**src/rtl/div_unit_pkg.sv**
```systemverilog
// div_unit_pkg: shared state codes and handshake levels for the iterative divider
package div_unit_pkg;
  typedef enum logic [1:0] {
    DIV_FREE    = 2'b00,
    DIV_BY_ZERO = 2'b01,
    DIV_ON      = 2'b10,
    DIV_END     = 2'b11
  } div_state_t;
  localparam logic DIV_START            = 1'b1;
  localparam logic DIV_STOP             = 1'b0;
  localparam logic DIV_RESULT_READY     = 1'b1;
  localparam logic DIV_RESULT_NOT_READY = 1'b0;
endpackage

```
**src/rtl/div_unit.sv**
```systemverilog
// div_unit: 32-step restoring divider, signed/unsigned, result = {remainder, quotient}
module div_unit
  import div_unit_pkg::*;
#(
  parameter int WIDTH = 32
) (
  input  logic                 clk,
  input  logic                 rst,
  input  logic                 signed_div_i,
  input  logic [WIDTH-1:0]     opdata1_i,
  input  logic [WIDTH-1:0]     opdata2_i,
  input  logic                 start_i,
  input  logic                 annul_i,
  output logic [2*WIDTH-1:0]   result_o,
  output logic                 ready_o
);
  div_state_t          state;
  logic [5:0]          cnt;
  logic [2*WIDTH:0]    work;
  logic [WIDTH-1:0]    divisor;
  logic                neg_q;
  logic                neg_r;
  logic [WIDTH-1:0]    mag1;
  logic [WIDTH-1:0]    mag2;
  logic [WIDTH:0]      diff;
  logic [2*WIDTH:0]    stepped;
  logic [2*WIDTH:0]    finalized;
  logic                last;
  always_comb begin
    mag1      = signed_div_i && opdata1_i[WIDTH-1] ? -opdata1_i : opdata1_i;
    mag2      = signed_div_i && opdata2_i[WIDTH-1] ? -opdata2_i : opdata2_i;
    diff      = {1'b0, work[2*WIDTH-1:WIDTH]} - {1'b0, divisor};
    stepped   = diff[WIDTH] ? {work[2*WIDTH-1:0], 1'b0} : {diff[WIDTH-1:0], work[WIDTH-1:0], 1'b1};
    last      = cnt == 6'd31;
    // the final step folds in the sign fix-up so the result is ready one edge later
    finalized = {neg_r ? -stepped[2*WIDTH:WIDTH+1] : stepped[2*WIDTH:WIDTH+1], stepped[WIDTH],
                 neg_q ? -stepped[WIDTH-1:0] : stepped[WIDTH-1:0]};
  end
  always_ff @(posedge clk) begin
    if (rst) begin
      state    <= DIV_FREE;
      cnt      <= '0;
      work     <= '0;
      divisor  <= '0;
      neg_q    <= 1'b0;
      neg_r    <= 1'b0;
      result_o <= '0;
      ready_o  <= DIV_RESULT_NOT_READY;
    end else begin
      case (state)
        DIV_FREE: begin
          ready_o  <= DIV_RESULT_NOT_READY;
          result_o <= '0;
          if (start_i == DIV_START && !annul_i) begin
            state   <= opdata2_i == '0 ? DIV_BY_ZERO : DIV_ON;
            cnt     <= '0;
            work    <= {{WIDTH{1'b0}}, mag1, 1'b0};
            divisor <= mag2;
            neg_q   <= signed_div_i && (opdata1_i[WIDTH-1] ^ opdata2_i[WIDTH-1]);
            neg_r   <= signed_div_i && opdata1_i[WIDTH-1];
          end
        end
        DIV_BY_ZERO: begin
          work  <= '0;
          state <= annul_i ? DIV_FREE : DIV_END;
        end
        DIV_ON: begin
          if (annul_i) begin
            state <= DIV_FREE;
            cnt   <= '0;
          end else begin
            cnt   <= cnt + 6'd1;
            work  <= last ? finalized : stepped;
            state <= last ? DIV_END : DIV_ON;
          end
        end
        DIV_END: begin
          result_o <= {work[2*WIDTH:WIDTH+1], work[WIDTH-1:0]};
          ready_o  <= DIV_RESULT_READY;
          if (start_i == DIV_STOP) begin
            state    <= DIV_FREE;
            cnt      <= '0;
            ready_o  <= DIV_RESULT_NOT_READY;
            result_o <= '0;
          end
        end
      endcase
    end
  end
endmodule

```
**config.mk**
```make
export PLATFORM = sky130hd
export DESIGN_NAME = div_unit
export DESIGN_NICKNAME = d
export VERILOG_FILES = /design/src/rtl/div_unit_pkg.sv /design/src/rtl/div_unit.sv
export SDC_FILE = /design/constraint.sdc
export NUM_CORES = 1
export LEC_CHECK = 0
export ABC_CLOCK_PERIOD_IN_PS = 5800
export BUFFER_PORTS_ARGS = -buffer_cell sky130_fd_sc_hd__buf_4
export CAP_MARGIN = 10
export CORE_MARGIN = 2
export CORE_UTILIZATION = 40
export DETAILED_ROUTE_END_ITERATION = 8
export PLACE_DENSITY = 0.63
export SYNTH_ARGS = -nofsm -noshare
export SYNTH_HDL_FRONTEND = slang
export SYNTH_SLANG_ARGS = --single-unit
export TNS_END_PERCENT = 5
```
**constraint.sdc**
```tcl
create_clock -name clk -period 5.8 [get_ports clk]
set_input_delay 0.58 -clock clk [delete_from_list [all_inputs] [get_ports clk]]
set_output_delay 0.58 -clock clk [all_outputs]
set_load 0.05 [all_outputs]
```
==> metrics.cfg <==
[outcome]
status = finished, final reports clean

[power]
p_leak_nw = 5.13
ir_drop_v = 0.000215
powerDensity_nw_per_um2 = 276
total_power_w = 0.00369

[synth]
yosysTopAreaCell = dfxtp_1
synth_seq_cells = 172
synth_top_cell_area_share_pct = 30.0
seq_area_frac_synth_pct = 30.0
synth_area_leaders = dfxtp_1 30%, nor2_1 7.2%, xnor2_1 6.5%
synthArstFlopShare_pct = 0
synth_edf_count = 0
syn_area_per_cell_sq_um = 7.69
netlist_area_sq_um = 11500
synth_warnings = 0
synth_fp_nets = 1604
yosysUniqueCellTypes = 80
postSynthCellCount = 1494
ys.flop_type = dfxtp_1

[route]
drt_iter0_drc = 942
route.detailed.drc = 0
wl_per_cell_um = 17.1
postRouteAntennaNets = 0
vias = 11061
wl_um = 33700
dr.pass1.iters = 7
vias_per_cell = 5.62

[final_layout]
area_growth_pct = 16.2
final_nets = 1681
postLayoutCoreUtil_pct = 46.9
final_cell_mix = 217 x nor2_1, 172 x dfxtp_1, 145 x buf_4, 117 x nand2_1, 105 x o21ai_0
num_antenna_cells = 0
drive_gt1_share_pct = 13.1
final_area_sq_um = 13300
nFillCells = 2860
layout_commonest_cell = nor2_1

[placement]
numPortBuffers = 133
pre_cts_slack_ns = 1.16
placed_cell_area_sq_um = 12700
dpl.hpwl_um = 25300
gp_congestion = 1.03

[floorplanning]
die_h_um = 173
design.core.area_sq_um = 28500
dieArea_sq_um = 30100
start_util_pct = 40.4
io_pins = 134
rows = 62
die_w_um = 173

[sta]
min_period_ns = 4.72
skew_ns = 0.0172
tns_ns = 0
hold_viol = 0
relSlewSlack_pct = 19.7
fin_crit_sh_pct = 81.3
max_freq_mhz = 212
maxSlewViolCount = 0
rsz0062_at_grt = no
layout_setup_ws_ns = 1.08
setup_viol = 0
tightest_slew_ns = 1.17

[cts]
insertion_delay_ns = 0.44
cts_setup_buffers = 0
numCtsBuffers = 17
path_clk_slew_ns = 0.08
holdBufCountCts = 0
cts_root_buffer = clkbuf_16
htree_levels = 4
cts_buffer_depth = 2
tritoncts = done
cts_resized = 0
cts.sinks = 172

[global_route]
overflow = 0
grt_pass1_wl_um = 54200
antenna_found_initial = 0
grt_start_max_net_pins = 97
grt_pass1_vias = 9957
grtUsageTotal_pct = 22.0

[worst_setup_path]
crit_type = reg -> reg
worstPathCellList = inv_1, ha_1, fa_1, nand2b_1, a2111oi_4, o211ai_1, a31oi_2, or2_2, buf_4, nor2_1, a221oi_1, nand4b_1, o41ai_2, xnor2_1, a22o_1
worstPathRequired_ns = 6.13
cpMaxStageDelayCell = buf_4
crit_path_end_kind = register
cpPeakStageDelay_ns = 0.50
critPathLaunchType = register
arrival_ns = 5.05
worstPathMaxFanout = 53

[min_path]
hold_class = in -> reg

[run]
maxCapViolations = 0

==> path summary, 6_finish.rpt <==
kind | start | to | slack (ns) | cells after the start
max | work[32] | work[64] | 1.08 | 15
min | opdata2_i[0] | divisor[0] | 0.42 | 3
max reg2reg | work[32] | work[64] | 1.08 | 15
min reg2reg | neg_q | neg_q | 0.47 | 2
==> per-stage QoR <==
stage	std cells	hold slack, ns
final	1967	0.422
after detailed placement	1935	0.455
after global placement	1935	0.456
after floorplan	1494	0.440
after global routing	1967	0.443
after CTS	1966	0.405
==> cell families (layout without fill, tap and decap cells) <==
group	count (synthesis)	after routing	share of synthesized area [%]
DFF	172	172	30.0
adders and majority gates	41	41	4.53
and+or+nand+nor	497	497	20.0
buffers and inverters	147	236	5.14
xor gates and xnor gates	146	146	11.1
AOI/OAI and AO/OA	473	473	27.7
muxes	18	18	1.58
==> cell type report <==
| class | instances | area (sq um) | area share [%] |
|---|---|---|---|
| timing repair buffer | 145 | 1090 | 8.16 |
| inverter | 60 | 228 | 1.71 |
| clock inverter | 13 | 178 | 1.33 |
| multi-input combinational | 1175 | 7490 | 56.1 |
| clock buffer | 18 | 439 | 3.29 |
| tap | 384 | 480 | 3.60 |
| sequential | 172 | 3440 | 25.8 |
==> per-layer routing <==
metal / vias to the layer above / GRT usage (%) / share of wire, %
li1: 5553 / - / -
met1: 5083 / 33.9 / 50
met2: 395 / 32.1 / 42
met3: 30 / 3.22 / 6.5
met4: 0 / 5.26 / 1.2
met5: - / 0 / 0
==> report_power, final <==
group	switching, W	internal, W
Sequential	0.0000957	0.00126
Combinational	0.000698	0.000401
Clock	0.000530	0.000699
Total	0.00132	0.00236
==> sequential cells by signal, summed over array words and instances (netlist names) <==
| register | count |
|---|---|
| result_o | 64 |
| ready_o | 1 |
| cnt | 6 |
| state | 2 |
| divisor | 32 |
| neg_q | 1 |
| neg_r | 1 |
| work | 65 |
==> cells in the mapped netlist (6+ instances only) <==
master	count
nor2_1	219
dfxtp_1	172
nand2_1	117
o21ai_0	105
a21oi_1	102
xnor2_1	85
a22oi_1	76
clkbuf_1	69
xor2_1	61
inv_1	59
ha_1	40
a211oi_1	38
nor3_1	33
o221ai_1	24
or3_1	21
mux2i_1	17
nor4_1	16
nand3_1	15
and2_1	14
o31ai_1	14
a31oi_1	11
o211ai_1	10
o21a_1	10
nand2b_1	9
a21o_1	8
a221oi_1	8
buf_2	8
nand4_1	8
or4_1	8
a311oi_1	7
o22ai_1	7
buf_1	6
==> worst max-delay path: cells and delay by family, from the launching register on <==
family	cells	cell delay [ns]
adder cells (fa/ha/maj)	2	0.66
buffers and inverters	2	0.58
AO/OA/AOI/OAI	6	2.04
XOR/XNOR	1	0.11
flip-flops	1	0.40
AND/OR/NAND/NOR	4	0.79
Power figures use the tool's default switching activity.
